==> src/rtl/apb_bus_arbiter_if.sv <==
// apb_bus_arbiter_if: requester-side handshakes (M0, M1) and the shared APB master port.
// The master modport is the arbiter's view; slave is the view of its surroundings.
interface apb_bus_arbiter_if #(
    parameter int unsigned NUM_SLV = 4
);
    // M0: CPU data side
    logic               m0_transfer;
    logic               m0_write;
    logic [31:0]        m0_addr;
    logic [31:0]        m0_wdata;
    logic [31:0]        m0_rdata;
    logic               m0_ready;
    logic               m0_err;

    // M1: DMA / debug
    logic               m1_transfer;
    logic               m1_write;
    logic [31:0]        m1_addr;
    logic [31:0]        m1_wdata;
    logic [31:0]        m1_rdata;
    logic               m1_ready;
    logic               m1_err;

    // APB fabric
    logic [31:0]        PADDR;
    logic               PWRITE;
    logic [31:0]        PWDATA;
    logic [NUM_SLV-1:0] PSEL;
    logic               PENABLE;
    logic [31:0]        PRDATA;
    logic               PREADY;
    logic               PSLVERR;

    modport master (
        input  m0_transfer, m0_write, m0_addr, m0_wdata,
        output m0_rdata, m0_ready, m0_err,
        input  m1_transfer, m1_write, m1_addr, m1_wdata,
        output m1_rdata, m1_ready, m1_err,
        output PADDR, PWRITE, PWDATA, PSEL, PENABLE,
        input  PRDATA, PREADY, PSLVERR
    );

    modport slave (
        output m0_transfer, m0_write, m0_addr, m0_wdata,
        input  m0_rdata, m0_ready, m0_err,
        output m1_transfer, m1_write, m1_addr, m1_wdata,
        input  m1_rdata, m1_ready, m1_err,
        input  PADDR, PWRITE, PWDATA, PSEL, PENABLE,
        output PRDATA, PREADY, PSLVERR
    );
endinterface

==> src/rtl/apb_bus_arbiter.sv <==
// apb_bus_arbiter: shares one APB master port between two requesters with
// round-robin grant, address decode to NUM_SLV selects and a SETUP/ACCESS sequencer.
// Optional build macro APB_TIMEOUT_EN bounds the ACCESS phase at TIMEOUT_CYC wait cycles.
module apb_bus_arbiter #(
    parameter int unsigned NUM_SLV     = 4,
    parameter logic [31:0] BASE_ADDR   = 32'h1000_0000,
    parameter int unsigned SEL_LSB     = 12,
    parameter int unsigned TIMEOUT_CYC = 255
) (
    input logic               clk,
    input logic               reset,
    apb_bus_arbiter_if.master bus
);

    localparam int unsigned IDX_W  = 4;
    localparam int unsigned DATA_W = 32;
    localparam logic [15:0] REGION = BASE_ADDR[31:16];

    // Reject parameter sets the decode or timeout counter cannot represent
    if (NUM_SLV == 0 || NUM_SLV > 16 || SEL_LSB > 28 || TIMEOUT_CYC == 0) begin : g_bad_param
        $error("apb_bus_arbiter: unsupported parameter set");
    end

    typedef enum logic [1:0] {IDLE, SETUP, ACCESS, DONE} state_t;
    typedef enum logic {M0 = 1'b0, M1 = 1'b1} master_t;

    state_t              state, state_d;
    master_t             last_grant, last_grant_d;
    master_t             gnt, gnt_d;
    logic                miss, miss_d;
    logic [DATA_W-1:0]   paddr, paddr_d;
    logic                pwrite, pwrite_d;
    logic [DATA_W-1:0]   pwdata, pwdata_d;
    logic [NUM_SLV-1:0]  psel, psel_d;
    logic                penable, penable_d;
    logic [DATA_W-1:0]   m0_rdata, m0_rdata_d;
    logic                m0_ready, m0_ready_d;
    logic                m0_err, m0_err_d;
    logic [DATA_W-1:0]   m1_rdata, m1_rdata_d;
    logic                m1_ready, m1_ready_d;
    logic                m1_err, m1_err_d;

`ifdef APB_TIMEOUT_EN
    localparam int unsigned TO_W = $clog2(TIMEOUT_CYC + 1);
    logic [TO_W-1:0]     to_cnt, to_cnt_d;
`endif

    master_t             req_sel_c;
    logic [DATA_W-1:0]   req_addr_c;
    logic [IDX_W-1:0]    req_idx_c;
    logic                req_hit_c;

    logic                fin_c;
    logic                fin_err_c;
    logic                fin_upd_c;
    logic [DATA_W-1:0]   fin_rdata_c;

    // Pick the requester to serve (alternate on a tie) and decode its address
    always_comb begin
        if (bus.m0_transfer && bus.m1_transfer) begin
            req_sel_c = (last_grant == M0) ? M1 : M0;
        end else if (bus.m1_transfer) begin
            req_sel_c = M1;
        end else begin
            req_sel_c = M0;
        end
        req_addr_c = (req_sel_c == M1) ? bus.m1_addr : bus.m0_addr;
        req_idx_c  = req_addr_c[SEL_LSB +: IDX_W];
        req_hit_c  = (req_addr_c[31:16] == REGION) && (32'(req_idx_c) < NUM_SLV);
    end

    // Next-state and next-output logic for the sequencer
    always_comb begin
        state_d      = state;
        last_grant_d = last_grant;
        gnt_d        = gnt;
        miss_d       = miss;
        paddr_d      = paddr;
        pwrite_d     = pwrite;
        pwdata_d     = pwdata;
        psel_d       = psel;
        penable_d    = penable;
        m0_rdata_d   = m0_rdata;
        m0_err_d     = m0_err;
        m0_ready_d   = 1'b0;
        m1_rdata_d   = m1_rdata;
        m1_err_d     = m1_err;
        m1_ready_d   = 1'b0;
        fin_c        = 1'b0;
        fin_err_c    = 1'b0;
        fin_upd_c    = 1'b0;
        fin_rdata_c  = '0;
`ifdef APB_TIMEOUT_EN
        to_cnt_d     = to_cnt;
`endif

        unique case (state)
            IDLE: begin
                if (bus.m0_transfer || bus.m1_transfer) begin
                    gnt_d        = req_sel_c;
                    last_grant_d = req_sel_c;
                    miss_d       = !req_hit_c;
                    paddr_d      = req_addr_c;
                    pwrite_d     = (req_sel_c == M1) ? bus.m1_write : bus.m0_write;
                    pwdata_d     = (req_sel_c == M1) ? bus.m1_wdata : bus.m0_wdata;
                    psel_d       = req_hit_c ? (NUM_SLV'(1) << req_idx_c) : '0;
                    state_d      = SETUP;
                end
            end
            SETUP: begin
                // A decode miss spends this cycle with no PSEL, then completes with an error
                if (miss) begin
                    fin_c       = 1'b1;
                    fin_err_c   = 1'b1;
                    fin_upd_c   = 1'b1;
                    fin_rdata_c = '0;
                end else begin
                    penable_d = 1'b1;
                    state_d   = ACCESS;
`ifdef APB_TIMEOUT_EN
                    to_cnt_d  = '0;
`endif
                end
            end
            ACCESS: begin
                if (bus.PREADY) begin
                    fin_c       = 1'b1;
                    fin_err_c   = bus.PSLVERR;
                    fin_upd_c   = !pwrite;
                    fin_rdata_c = bus.PRDATA;
                end
`ifdef APB_TIMEOUT_EN
                else if (to_cnt == TO_W'(TIMEOUT_CYC - 1)) begin
                    fin_c       = 1'b1;
                    fin_err_c   = 1'b1;
                    fin_upd_c   = !pwrite;
                    fin_rdata_c = '0;
                end else begin
                    to_cnt_d = to_cnt + TO_W'(1);
                end
`endif
            end
            DONE: begin
                // Requests still held from the finished transfer are not re-sampled here
                state_d = IDLE;
            end
            default: begin
                state_d = IDLE;
            end
        endcase

        if (fin_c) begin
            state_d   = DONE;
            psel_d    = '0;
            penable_d = 1'b0;
            if (gnt == M0) begin
                m0_ready_d = 1'b1;
                m0_err_d   = fin_err_c;
                if (fin_upd_c) begin
                    m0_rdata_d = fin_rdata_c;
                end
            end else begin
                m1_ready_d = 1'b1;
                m1_err_d   = fin_err_c;
                if (fin_upd_c) begin
                    m1_rdata_d = fin_rdata_c;
                end
            end
        end
    end

    // State register and registered outputs
    always_ff @(posedge clk or negedge reset) begin
        if (!reset) begin
            state      <= IDLE;
            last_grant <= M1;
            gnt        <= M0;
            miss       <= 1'b0;
            paddr      <= '0;
            pwrite     <= 1'b0;
            pwdata     <= '0;
            psel       <= '0;
            penable    <= 1'b0;
            m0_rdata   <= '0;
            m0_ready   <= 1'b0;
            m0_err     <= 1'b0;
            m1_rdata   <= '0;
            m1_ready   <= 1'b0;
            m1_err     <= 1'b0;
`ifdef APB_TIMEOUT_EN
            to_cnt     <= '0;
`endif
        end else begin
            state      <= state_d;
            last_grant <= last_grant_d;
            gnt        <= gnt_d;
            miss       <= miss_d;
            paddr      <= paddr_d;
            pwrite     <= pwrite_d;
            pwdata     <= pwdata_d;
            psel       <= psel_d;
            penable    <= penable_d;
            m0_rdata   <= m0_rdata_d;
            m0_ready   <= m0_ready_d;
            m0_err     <= m0_err_d;
            m1_rdata   <= m1_rdata_d;
            m1_ready   <= m1_ready_d;
            m1_err     <= m1_err_d;
`ifdef APB_TIMEOUT_EN
            to_cnt     <= to_cnt_d;
`endif
        end
    end

    assign bus.PADDR    = paddr;
    assign bus.PWRITE   = pwrite;
    assign bus.PWDATA   = pwdata;
    assign bus.PSEL     = psel;
    assign bus.PENABLE  = penable;
    assign bus.m0_rdata = m0_rdata;
    assign bus.m0_ready = m0_ready;
    assign bus.m0_err   = m0_err;
    assign bus.m1_rdata = m1_rdata;
    assign bus.m1_ready = m1_ready;
    assign bus.m1_err   = m1_err;

endmodule
==> src/flat_wrapper.sv <==
// flat-port wrapper written by rule: the top's interface ports become plain ports
module apb_bus_arbiter_flat 
#(
    parameter int unsigned NUM_SLV     = 4,
    parameter logic [31:0] BASE_ADDR   = 32'h1000_0000,
    parameter int unsigned SEL_LSB     = 12,
    parameter int unsigned TIMEOUT_CYC = 255
)
  (clk, reset, bus_m0_transfer, bus_m0_write, bus_m0_addr, bus_m0_wdata, bus_m0_rdata, bus_m0_ready, bus_m0_err, bus_m1_transfer, bus_m1_write, bus_m1_addr, bus_m1_wdata, bus_m1_rdata, bus_m1_ready, bus_m1_err, bus_PADDR, bus_PWRITE, bus_PWDATA, bus_PSEL, bus_PENABLE, bus_PRDATA, bus_PREADY, bus_PSLVERR);
  apb_bus_arbiter_if #(.NUM_SLV(NUM_SLV)) bus_i ();
  input logic clk;
  input logic reset;
  input wire logic [$bits(bus_i.m0_transfer)-1:0] bus_m0_transfer;
  input wire logic [$bits(bus_i.m0_write)-1:0] bus_m0_write;
  input wire logic [$bits(bus_i.m0_addr)-1:0] bus_m0_addr;
  input wire logic [$bits(bus_i.m0_wdata)-1:0] bus_m0_wdata;
  output wire logic [$bits(bus_i.m0_rdata)-1:0] bus_m0_rdata;
  output wire logic [$bits(bus_i.m0_ready)-1:0] bus_m0_ready;
  output wire logic [$bits(bus_i.m0_err)-1:0] bus_m0_err;
  input wire logic [$bits(bus_i.m1_transfer)-1:0] bus_m1_transfer;
  input wire logic [$bits(bus_i.m1_write)-1:0] bus_m1_write;
  input wire logic [$bits(bus_i.m1_addr)-1:0] bus_m1_addr;
  input wire logic [$bits(bus_i.m1_wdata)-1:0] bus_m1_wdata;
  output wire logic [$bits(bus_i.m1_rdata)-1:0] bus_m1_rdata;
  output wire logic [$bits(bus_i.m1_ready)-1:0] bus_m1_ready;
  output wire logic [$bits(bus_i.m1_err)-1:0] bus_m1_err;
  output wire logic [$bits(bus_i.PADDR)-1:0] bus_PADDR;
  output wire logic [$bits(bus_i.PWRITE)-1:0] bus_PWRITE;
  output wire logic [$bits(bus_i.PWDATA)-1:0] bus_PWDATA;
  output wire logic [$bits(bus_i.PSEL)-1:0] bus_PSEL;
  output wire logic [$bits(bus_i.PENABLE)-1:0] bus_PENABLE;
  input wire logic [$bits(bus_i.PRDATA)-1:0] bus_PRDATA;
  input wire logic [$bits(bus_i.PREADY)-1:0] bus_PREADY;
  input wire logic [$bits(bus_i.PSLVERR)-1:0] bus_PSLVERR;
  assign bus_i.m0_transfer = bus_m0_transfer;
  assign bus_i.m0_write = bus_m0_write;
  assign bus_i.m0_addr = bus_m0_addr;
  assign bus_i.m0_wdata = bus_m0_wdata;
  assign bus_m0_rdata = bus_i.m0_rdata;
  assign bus_m0_ready = bus_i.m0_ready;
  assign bus_m0_err = bus_i.m0_err;
  assign bus_i.m1_transfer = bus_m1_transfer;
  assign bus_i.m1_write = bus_m1_write;
  assign bus_i.m1_addr = bus_m1_addr;
  assign bus_i.m1_wdata = bus_m1_wdata;
  assign bus_m1_rdata = bus_i.m1_rdata;
  assign bus_m1_ready = bus_i.m1_ready;
  assign bus_m1_err = bus_i.m1_err;
  assign bus_PADDR = bus_i.PADDR;
  assign bus_PWRITE = bus_i.PWRITE;
  assign bus_PWDATA = bus_i.PWDATA;
  assign bus_PSEL = bus_i.PSEL;
  assign bus_PENABLE = bus_i.PENABLE;
  assign bus_i.PRDATA = bus_PRDATA;
  assign bus_i.PREADY = bus_PREADY;
  assign bus_i.PSLVERR = bus_PSLVERR;
  apb_bus_arbiter #(.NUM_SLV(NUM_SLV), .BASE_ADDR(BASE_ADDR), .SEL_LSB(SEL_LSB), .TIMEOUT_CYC(TIMEOUT_CYC)) u_core (.clk(clk), .reset(reset), .bus(bus_i));
endmodule
==> config.mk <==
export PLATFORM = sky130hd
export DESIGN_NAME = apb_bus_arbiter_flat
export DESIGN_NICKNAME = d
export VERILOG_FILES = /design/src/rtl/apb_bus_arbiter_if.sv /design/src/rtl/apb_bus_arbiter.sv /design/src/flat_wrapper.sv
export SDC_FILE = /design/constraint.sdc
export NUM_CORES = 1
export LEC_CHECK = 0
export BUFFER_PORTS_ARGS = -buffer_cell sky130_fd_sc_hd__buf_2
export CAP_MARGIN = 20
export CORE_MARGIN = 2
export CORE_UTILIZATION = 42
export DETAILED_ROUTE_END_ITERATION = 16
export PLACE_DENSITY = 0.83
export SETUP_SLACK_MARGIN = 0.5
export SYNTH_ARGS = -nofsm -noshare
export SYNTH_HDL_FRONTEND = slang
export SYNTH_SLANG_ARGS = --single-unit
==> constraint.sdc <==
create_clock -name clk -period 1.9 [get_ports clk]
set_input_delay 0.38 -clock clk [delete_from_list [all_inputs] [get_ports clk]]
set_output_delay 0.38 -clock clk [all_outputs]
set_load 0.02 [all_outputs]
==> summary.txt, run 1 <==
Detailed routing
  – DR vias: between 6000 and 7000
  – DR iter-0 viols: about 510
  – Routed Antenna Nets: 0
  – DRC errors left: 0
  – First-pass DRT Iterations: 5
  – Routed WL: about 24000 um
  – Wire per inst: 19.73 um
  – Vias per cell: approximately 5.5

Power and ir drop
  – Int Power: 10920 uW
  – Clock Power Share: 17.1%
  – Switching Fraction: between 40% and 50%
  – Leakage power: about 0.0049 uW
  – Sequential share of power: 28.5%
  – Comb power frac: between 50% and 60%
  – Peak supply drop: between 1 and 1.5 mV
  – Switching power: roughly 8200 uW
  – Power Dens Cells: between 1500 and 2000 nW/um2

Yosys
  – Main combinational cell family by area after synthesis: simple AND/OR/NAND/NOR gates
  – Area fraction in compound gates after synthesis: between 10% and 20%
  – Ys Warns: 0
  – Syn_nets: between 800 and 900
  – Post-synth top area share: 56.97%
  – Synth cell types: 43
  – Share of synthesized area spent on multiplexers: less than 1%
  – Cell count after synthesis: 680
  – Area contributors post-synth: dfrtp_1 (57%), nand2_1 (12%), a31oi_1 (6.5%), nor2_1 (4.2%), o21ai_0 (3.4%)
  – Synth async-reset ratio: 100.0%
  – Synth Area in Simple Gates: between 20 and 25%
  – Syn Std Cell Area: about 6200 um2
  – Avg Cell Area, Syn: around 9.2 um2
  – Post-Synth Adder-Cell Area: less than 1%
  – EDFF count, synth: 0
  – Area leader, netlist: dfrtp_1
  – Seq/Total Area, Yosys: between 50 and 60%
  – Ys flop type: dfrtp_1
  – Synth Register Bits: 143
  – Synth Area in XOR/XNOR: 0%

CTS
  – Clock Sinks: around 140
  – Clk buf depth: 2
  – Clock Latency Late Sink: around 0.42 ns
  – H-Tree Depth: 4
  – Cts bufs inserted: 17
  – Reg clk slew, reported paths: 0.07 ns
  – CTS tree: yes
  – Root Driver: clkbuf_16

Final layout
  – Multi-input logic area: between 3000 and 4000 um2
  – Fraction of layout cells with a size suffix above 1: between 50% and 60%
  – Final Util: between 70% and 80%
  – Register area: roughly 3600 um2
  – Most frequent cells in the layout: buf_2 (300), nand2_1 (193), dfrtp_1 (140)
  – NumNets Final: around 1200
  – Fillcell total: slightly below 1000
  – Area Growth Syn to Fin: 68.71%
  – Most common cell after layout, fill and taps aside: buf_2

Floorplan
  – Initial core utilization: roughly 43%
  – Core region area: 14530 um2
  – Num rows: 44
  – I/O pin count: roughly 300
  – Die X: 125.9 um
  – DIE AREA: around 16000 um2
  – Die Y: about 130 um

Global route
  – Initial antenna violation count: 2
  – Total GRT Usage: around 27%
  – First-pass GRT wire length: between 30000 and 40000 um
  – Grt ovf: 0
  – Vias in the first global route: approximately 6500
  – Largest net degree at the start of global routing: between 60 and 70

Worst setup path
  – Slowest CP cell: dfrtp_1
  – Crit path DAT: roughly 2.1 ns
  – Reg2Reg Depth: 9
  – Worst setup SP type: register
  – CP startpoint: u_core.state[1]
  – Setup crit end kind: register
  – Crit Reg-Reg Endpoint: u_core.bus.PWDATA[9]
  – Crit path top cell by count: buf_12
  – FF-to-FF setup slack: about 0.14 ns
  – Max Fanout on Critical Path: 6
  – Req. time, crit path: approximately 2.2 ns
  – CP max stage delay: roughly 0.37 ns
  – Crit path to: u_core.bus.PWDATA[9]
  – Reg-to-reg startpoint: u_core.state[1]
  – CP Cell Sequence: inv_2 > buf_6 > ha_4 > nor2b_4 > buf_12 > buf_12 > buf_16 > nor2_1 > a31oi_4
  – WS Path Type: register to register

STA
  – Worst Max-Slew Pin Slew: 0.4766 ns
  – Period utilisation layout: 92.56%
  – Worst Skew: about 0.014 ns
  – F_max: between 500 and 600 MHz
  – Crit path time final: 1.759 ns
  – Slew margin rel.: 68.11%
  – Final setup vio count: 0
  – Final hold violation count: 0
  – Setup_tns: 0 ns
  – Max Transition Viols Final: 0
  – RSZ-0062 raised after global routing: yes

Worst hold path
  – Class of the worst hold path: input pin to register

Placement
  – Port bufs: about 300
  – Final GP Congestion: around 0.85
  – HPWL after DPL: ~13000 um

Status
  – Status: finished, final reports clean

Run
  – Maxcap violations: 0
==> timing repair <==
item	CTS	global route
endpoints found under the setup margin	141	149
cloned	15	8
pin swaps	8	10
gates resized for setup	78	118
setup buffers	26	9
hold buffers	1	0
endpoints found under the hold margin	38	0
==> cells in the mapped netlist (2+ instances only) <==
master     number
a31oi_1        65
and2_1          2
and3_1          2
buf_1           3
buf_2          12
buf_6           2
clkbuf_1       29
dfrtp_1       142
ha_1            4
inv_1           4
nand2_1       195
nand2b_1       32
nand3_1         4
nand4_1         2
nor2_1         69
nor3_1          2
nor3b_1         4
nor4_1          6
o2111ai_1       4
o21a_1          2
o21ai_0        42
o21ai_1        31
or4b_4          2
==> worst min path at each step <==
| stage | startpoint | cells past startpoint | end | slack (ns) |
|---|---|---|---|---|
| floorplan | reset | 0 | u_core.bus.PADDR[0] | 0.08 |
| global placement | reset | 1 | u_core.bus.m0_rdata[21] | 0.34 |
| detailed placement | reset | 1 | u_core.bus.m0_rdata[20] | 0.34 |
| CTS | bus_m0_wdata[0] | 3 | u_core.bus.PWDATA[0] | 0.19 |
| global route | bus_m0_wdata[12] | 3 | u_core.bus.PWDATA[12] | 0.20 |
| finish | bus_m1_wdata[22] | 3 | u_core.bus.PWDATA[22] | 0.21 |
==> flip-flops by register name, indices dropped and copies added, names as in the netlist <==
name and count:
u_core.bus.PADDR 32, u_core.bus.PWDATA 32, u_core.bus.m0_rdata 32, u_core.bus.m1_rdata 32
u_core.bus.PSEL 4, u_core.state 2, u_core.bus.PENABLE 1, u_core.bus.PWRITE 1
u_core.bus.m0_err 1, u_core.bus.m0_ready 1, u_core.bus.m1_err 1, u_core.bus.m1_ready 1
u_core.gnt 1, u_core.last_grant 1, u_core.miss 1
==> metal layers <==
layer	part of all wire (%)	vias to the layer above	GRT usage, %
li1	-	3039	-
met5	0	-	0
met4	4.9	0	11.18
met2	51	424	47.19
met1	35	3271	32.86
met3	8.9	96	7.392
==> power groups by stage <==
stage	registers, uW	clock network, uW	logic (uW)
2_1_floorplan	7000	0	2930
3_3_place_gp	5230	0	6850
3_5_place_dp	5300	0	7020
4_1_cts	5320	3290	8740
5_1_grt	5600	3450	11100
6_report	5450	3270	10400
==> cells by family after synthesis <==
kind of cell,after synthesis
buf+inv,51
mux,4
flops,143
compound gates,153
fa+ha+maj,4
simple gates,325
==> per-stage QoR <==
step                worst slack [ns]  power (uW)  cell area [um2]  hold WS, ns  std cells
global route                  0.1173       20120            10520       0.2008       1234
floorplan                     0.2221        9934             6441      0.08441        680
finish                        0.1414       19160            10520       0.2062       1234
detailed placement           0.06204       12310             8089       0.3371       1142
CTS                           0.2753       17350             9628       0.1856       1216
global placement             0.08552       12080             8089       0.3411       1142
==> area by class of cell <==
| type | instances | area share, % |
|---|---|---|
| Antenna cell | 1 | 0.02378 |
| Clock buffer | 17 | 4.043 |
| Clock inverter | 15 | 1.403 |
| Inverter | 4 | 0.1665 |
| Multi-Input combinational cell | 486 | 30.81 |
| Sequential cell | 143 | 34.04 |
| Tap cell | 184 | 2.188 |
| Timing Repair Buffer | 384 | 27.32 |
==> worst max-delay path, delay by kind of cell (launching register included) <==
| kind | cells | cell delay, ns |
|---|---|---|
| buffers and inverters | 5 | 0.64 |
| AOI/OAI and AO/OA | 1 | 0.06 |
| DFF | 1 | 0.37 |
| adders and majority gates | 1 | 0.15 |
| and+or+nand+nor | 2 | 0.41 |
Note: power is estimated with default switching activity, not from simulation.
==> inputs of run 2 (changes only) <==
--- a/config.mk
+++ b/config.mk
@@ -5,8 +5,7 @@
 export SDC_FILE = /design/constraint.sdc
 export NUM_CORES = 1
 export LEC_CHECK = 0
-export BUFFER_PORTS_ARGS = -buffer_cell sky130_fd_sc_hd__buf_2
-export CAP_MARGIN = 20
+export BUFFER_PORTS_ARGS = -buffer_cell sky130_fd_sc_hd__buf_4
 export CORE_MARGIN = 2
 export CORE_UTILIZATION = 42
 export DETAILED_ROUTE_END_ITERATION = 16
==> run 2 against run 1 <==
Setup slack lost 0.023 ns. Sequential share of layout area down 2.4 points. Sequential power grew 5.7%. Clock skew is 0.0029 ns lower. Flip-flop and latch count is the same. Fmax down 1.3%. Combinational power is 8% higher. Wire length increased by 10%. Hold slack got worse by 0.0042 ns.
==> summary.txt, run 2 (same netlist as run 1, synthesis figures left out) <==
Status
  – Status: finished, final reports clean

Global route
  – Vias in the first global route: 6752 (+3.9%)
  – Largest net degree at the start of global routing: 65 (unchanged)
  – First-pass GRT wire length: 34960 um (+2.3%)
  – Total GRT Usage: 28.12% (+0.65 points)
  – Initial antenna violation count: 0 (-2)
  – Grt ovf: 0 (unchanged)

Floorplan
  – DIE AREA: 15840 um2 (unchanged)
  – Initial core utilization: 42.91% (unchanged)
  – Die Y: 125.9 um (unchanged)
  – I/O pin count: 306 (unchanged)
  – Die X: 125.9 um (unchanged)
  – Num rows: 44 (unchanged)
  – Core region area: 14530 um2 (unchanged)

CTS
  – Reg clk slew, reported paths: 0.07 ns (about the same)
  – Clock Sinks: 143 (unchanged)
  – Cts bufs inserted: 17 (unchanged)
  – Clk buf depth: 2 (unchanged)
  – Root Driver: clkbuf_16
  – H-Tree Depth: 4 (unchanged)
  – Clock Latency Late Sink: 0.43 ns (about the same)
  – CTS tree: yes

Worst setup path
  – Crit Reg-Reg Endpoint: u_core.bus.PWDATA[4]
  – Worst setup SP type: register
  – Max Fanout on Critical Path: 7 (+1)
  – FF-to-FF setup slack: 0.12 ns (-0.02 ns)
  – Crit path DAT: 2.11 ns (+0.05 ns)
  – Req. time, crit path: 2.23 ns (+0.03 ns)
  – Reg2Reg Depth: 9 (unchanged)
  – Setup crit end kind: register
  – WS Path Type: register to register
  – Reg-to-reg startpoint: u_core.state[1]

STA
  – Final hold violation count: 0 (unchanged)
  – Setup_tns: 0 ns (unchanged)
  – Slew margin rel.: 68.81% (+0.70 points)
  – F_max: 561.2 MHz (-1.3%)
  – Worst Skew: 0.01116 ns (-0.002926 ns)
  – Max Transition Viols Final: 0 (unchanged)
  – Period utilisation layout: 93.78% (+1.2 points)
  – Worst Max-Slew Pin Slew: 0.4679 ns (-0.008700 ns)
  – Crit path time final: 1.782 ns (+0.02323 ns)
  – RSZ-0062 raised after global routing: yes
  – Final setup vio count: 0 (unchanged)

Detailed routing
  – Vias per cell: 5.636 (+1.8%)
  – DRC errors left: 0 (unchanged)
  – Wire per inst: 21.66 um (+9.8%)
  – DR iter-0 viols: 512 (-0.19%)
  – First-pass DRT Iterations: 5 (unchanged)
  – DR vias: 6989 (+2.3%)
  – Routed WL: 26860 um (+10%)
  – Routed Antenna Nets: 0 (unchanged)

Final layout
  – Final Util: 77.86% (+5.5 points)
  – Most frequent cells in the layout: buf_4 (326), nand2_1 (164), dfrtp_1 (140)
  – Fraction of layout cells with a size suffix above 1: 52.94% (+1.6 points)
  – Area Growth Syn to Fin: 81.43%
  – Antenna diodes: 0 (-1)
  – NumNets Final: 1215 (+0.58%)
  – Most common cell after layout, fill and taps aside: buf_4

Worst hold path
  – WHS Path Cells: 2 (-1)
  – Class of the worst hold path: input pin to register
  – Hold worst-path end: u_core.last_grant
  – HP Start: bus_m0_transfer

Power and ir drop
  – Leakage power: 0.005196 uW (+5.3%)
  – Power Dens Cells: 1812 nW/um2 (-0.47%)
  – Peak supply drop: 1.067 mV (+0.20%)

Run
  – Maxcap violations: 0 (unchanged)

Placement
  – Final GP Congestion: 0.8658 (+1.5%)
  – HPWL after DPL: 14180 um (+5.7%)
  – Port bufs: 305 (unchanged)
## run 2: cell count changes in the layout (fill, tap and decap cells not counted), sizes merged, moves of 2 or more
cell    change
bufbuf      -2
inv         -4
buf         +7
clkinv      +2
bufinv      +2
clkbuf      +3
## run 2: layout make-up
class / instances / area [um2]
clock buffers: 18 / 439.2
clock inverters: 14 / 182.7
fillers: 871 / 3218
inverters: 4 / 15.01
multi-input cells: 486 / 3162
flip-flops and latches: 143 / 3582
well taps: 184 / 230.2
repair buffers: 391 / 3705
## run 2: metrics by stage
step | hold WS [ns] | power, uW | instances | setup WS (ns) | instance area [um2]
finish | 0.2020 | 20510 | 1240 | 0.1182 | 11320
global route | 0.1926 | 21400 | 1240 | 0.09217 | 11320
CTS | 0.1649 | 18380 | 1215 | 0.2312 | 10370
detailed placement | 0.3463 | 13360 | 1144 | 0.02556 | 8915
global placement | 0.3477 | 13120 | 1144 | 0.05704 | 8915
floorplan | 0.08441 | 9934 | 680 | 0.2221 | 6441
## run 2: timing repair
action                     in CTS  in global routing
setup buffers                  25                 14
setup endpoints to repair     141                147
hold endpoints to repair       41                  0
pin swaps                       6                 36
resized for setup              82                130
hold buffers                    1                  0
gates cloned                   13                 11
## run 2: worst max path at each step
| stage | startpoint | to | slack (ns) | depth (start not counted) |
|---|---|---|---|---|
| 3_3_place_gp | bus_m0_addr[27] | u_core.miss | 0.06 | 5 |
| 5_1_grt | u_core.state[1] | u_core.bus.PWDATA[4] | 0.09 | 9 |
| 2_1_floorplan | bus_m1_addr[27] | u_core.miss | 0.22 | 4 |
| 3_5_place_dp | bus_m0_addr[27] | u_core.bus.PSEL[1] | 0.03 | 6 |
| 6_report | u_core.state[1] | u_core.bus.PWDATA[4] | 0.12 | 9 |
| 4_1_cts | u_core.state[0] | u_core.bus.m0_rdata[27] | 0.23 | 7 |
## run 2: per-layer routing
metal,wire [um],part of all wire (%),vias to the layer above,GRT usage [%]
li1,-,-,3052,-
met1,9341,35,3392,32.54
met2,13930,52,449,48.17
met3,2393,8.9,96,8.114
met4,1192,4.4,0,13.38
met5,0,0,-,0
## run 2: where the power goes
| part | total [uW] | internal, uW | switching [uW] |
|---|---|---|---|
| sequential | 5760 | 4510 | 1250 |
| clock | 3540 | 2130 | 1410 |
| combinational | 11200 | 5400 | 5810 |
| total | 20500 | 12000 | 8470 |
## run 2: critical path, stage by stage (launching register included)
cell and delay (ns):
dfrtp_1 0.42, inv_2 0.13, ha_4 0.16, nor2b_4 0.20
buf_12 0.13, buf_12 0.11, buf_12 0.14, buf_12 0.14
nor2_4 0.04, a31oi_1 0.20
==> inputs of run 3 (changes only) <==
--- a/config.mk
+++ b/config.mk
@@ -10,6 +10,7 @@
 export CORE_UTILIZATION = 42
 export DETAILED_ROUTE_END_ITERATION = 16
 export PLACE_DENSITY = 0.83
+export REMOVE_ABC_BUFFERS = 1
 export SETUP_SLACK_MARGIN = 0.5
 export SYNTH_ARGS = -nofsm -noshare
 export SYNTH_HDL_FRONTEND = slang
==> run 3 against run 2 <==
Non-clock buffer count rose by 6. Fmax rose by 4.2%. Core utilization rose by 1.4 points. Critical path type unchanged.
==> summary.txt, run 3 (same netlist as run 1, synthesis figures left out) <==
Status
  – Status: finished, final reports clean

STA
  – Final setup vio count: 0 (unchanged)
  – Final setup margin: 0.1897 ns (+0.07146 ns)
  – Final hold violation count: 0 (unchanged)
  – Slew margin rel.: 67.99% (-0.81 points)
  – Hold_ws: 0.2024 ns (+0.0003810 ns)
  – Period utilisation layout: 90.02% (-3.8 points)
  – F_max: 584.7 MHz (+4.2%)
  – Crit path time final: 1.710 ns (-0.07146 ns)
  – Max Transition Viols Final: 0 (unchanged)
  – Worst Max-Slew Pin Slew: 0.4801 ns (+0.01223 ns)
  – RSZ-0062 raised after global routing: yes
  – Worst Skew: 0.01412 ns (+0.002962 ns)

Placement
  – HPWL after DPL: 14490 um (+2.2%)
  – Post-Place Setup Slack: 0.03568 ns (+0.01012 ns)
  – Area after DPL: 8879 um2 (-0.41%)
  – Final GP Congestion: 0.8490 (-1.9%)
  – Port bufs: 305 (unchanged)

Worst setup path
  – CP startpoint: u_core.state[1]
  – Setup crit end kind: register
  – Crit path to: u_core.bus.m0_rdata[17]
  – WS Path Type: register to register
  – CP max stage delay: 0.39 ns (-0.03 ns)
  – CP Cell Sequence: inv_2 > ha_4 > and2_4 > o21ai_4 > nand3b_1 > buf_6 > clkbuf_16 > o21ai_2
  – Crit Reg-Reg Endpoint: u_core.bus.m0_rdata[17]
  – FF-to-FF setup slack: 0.19 ns (+0.07 ns)
  – Max Fanout on Critical Path: 8 (+1)
  – Reg2Reg Depth: 8 (-1)
  – Slowest CP cell: dfrtp_1
  – Reg-to-reg startpoint: u_core.state[1]
  – Req. time, crit path: 2.23 ns (about the same)
  – Crit path DAT: 2.04 ns (-0.07 ns)
  – Worst setup SP type: register

Floorplan
  – DIE AREA: 15840 um2 (unchanged)
  – Core region area: 14530 um2 (unchanged)
  – I/O pin count: 306 (unchanged)
  – Initial core utilization: 42.91% (unchanged)
  – Die X: 125.9 um (unchanged)
  – Num rows: 44 (unchanged)
  – Die Y: 125.9 um (unchanged)

Detailed routing
  – Vias per cell: 5.635 (about the same)
  – Wire per inst: 22.23 um (+2.7%)
  – Routed Antenna Nets: 0 (unchanged)
  – DR vias: 7021 (+0.46%)
  – DRC errors left: 0 (unchanged)
  – Met2 Wirelength: 14520 um (+4.3%)
  – Routed WL: 27700 um (+3.2%)
  – Met1 wire length: 9622 um (+3.0%)
  – Top Metal Used: met4
  – DR iter-0 viols: 624 (+22%)
  – First-pass DRT Iterations: 6 (+1)
  – Met3 wire length: 2400 um (+0.29%)

CTS
  – H-Tree Depth: 4 (unchanged)
  – Root Driver: clkbuf_16
  – Clock Latency Late Sink: 0.42 ns (about the same)
  – Cts bufs inserted: 17 (unchanged)
  – Reg clk slew, reported paths: 0.06 ns (about the same)
  – CTS tree: yes
  – Clock Sinks: 143 (unchanged)
  – Clk buf depth: 2 (unchanged)

Final layout
  – Area Growth Syn to Fin: 84.69%
  – Most frequent cells in the layout: buf_4 (332), nand2_1 (182), dfrtp_1 (142)
  – Design Area, Final: 11520 um2 (+1.8%)
  – Most common cell after layout, fill and taps aside: buf_4
  – Fraction of layout cells with a size suffix above 1: 54.90% (+2.0 points)
  – NumNets Final: 1221 (+0.49%)
  – Antenna diodes: 0 (unchanged)

Global route
  – Vias in the first global route: 6727 (-0.37%)
  – Total GRT Usage: 29.57% (+1.5 points)
  – Grt ovf: 0 (unchanged)
  – First-pass GRT wire length: 36870 um (+5.5%)
  – Initial antenna violation count: 0 (unchanged)
  – Largest net degree at the start of global routing: 47 (-28%)

Power and ir drop
  – Switching Fraction: 41.65% (+0.36 points)
  – Power Dens Cells: 1816 nW/um2 (+0.19%)
  – Leakage power: 0.005279 uW (+1.6%)
  – Sequential share of power: 27.3% (-0.8 points)
  – Comb power frac: 55.6% (+0.9 points)
  – Peak supply drop: 0.9929 mV (-6.9%)
  – Clock Power Share: 17.0% (-0.3 points)
  – Total Power: 20920 uW (+2.0%)
  – Switching power: 8713 uW (+2.9%)
  – Int Power: 12200 uW (+1.4%)

Worst hold path
  – WHS Path Cells: 2 (unchanged)
  – Class of the worst hold path: input pin to register

Run
  – Maxcap violations: 0 (unchanged)
-- run 3: critical path: cells and delay by family, from the launching register on --
kind                       cells  cell delay [ns]
AOI/OAI and AO/OA              2             0.22
adders and majority gates      1             0.16
buffers and inverters          3             0.45
DFF                            1             0.39
and+or+nand+nor                2             0.40
-- run 3: what timing repair did --
item / in CTS / in global routing
hold buffers: 1 / 0
resized for setup: 102 / 168
endpoints found under the setup margin: 138 / 143
hold endpoints to repair: 40 / 0
setup buffers: 34 / 8
pin swaps: 7 / 16
cloned: 18 / 5
-- run 3: how the worst min path moves through the flow --
stage	start	endpoint	slack [ns]
floorplan	reset	u_core.bus.PADDR[0]	0.08
global placement	reset	u_core.bus.PADDR[9]	0.35
detailed placement	reset	u_core.bus.PADDR[9]	0.35
CTS	bus_m0_transfer	u_core.last_grant	0.18
global route	bus_m0_wdata[1]	u_core.bus.PWDATA[1]	0.22
finish	bus_m0_transfer	u_core.last_grant	0.20
-- run 3: area by class of cell --
| cell class | count | area [um2] |
|---|---|---|
| Fill cell | 840 | 3014 |
| Sequential cell | 143 | 3580 |
| Multi-Input combinational cell | 486 | 3303 |
| Clock buffer | 18 | 439.2 |
| Timing Repair Buffer | 397 | 3771 |
| Inverter | 4 | 15.01 |
| Clock inverter | 14 | 181.4 |
| Tap cell | 184 | 230.2 |
-- run 3: power by group through the flow --
stage	clock network, uW	registers (uW)	logic (uW)
after CTS	3550	5400	9820
final	3560	5720	11600
after detailed placement	0	5380	7750
after global routing	3710	5840	12200
after floorplan	0	6930	2310
after global placement	0	5330	7610
-- run 3: metal layers --
layer | vias up | global-route usage [%]
met3 | 89 | 7.477
met2 | 432 | 51.54
li1 | 3065 | -
met4 | 0 | 11.76
met5 | - | 0
met1 | 3435 | 35.14
-- run 3: metrics by stage --
step / utilization (%) / setup TNS, ns / instances
final: 79.26 / 0 / 1246
after global routing: 79.26 / 0 / 1246
after CTS: 72.87 / 0 / 1233
after detailed placement: 61.09 / 0 / 1148
after global placement: 61.09 / 0 / 1148
after floorplan: - / -309.08 / 633
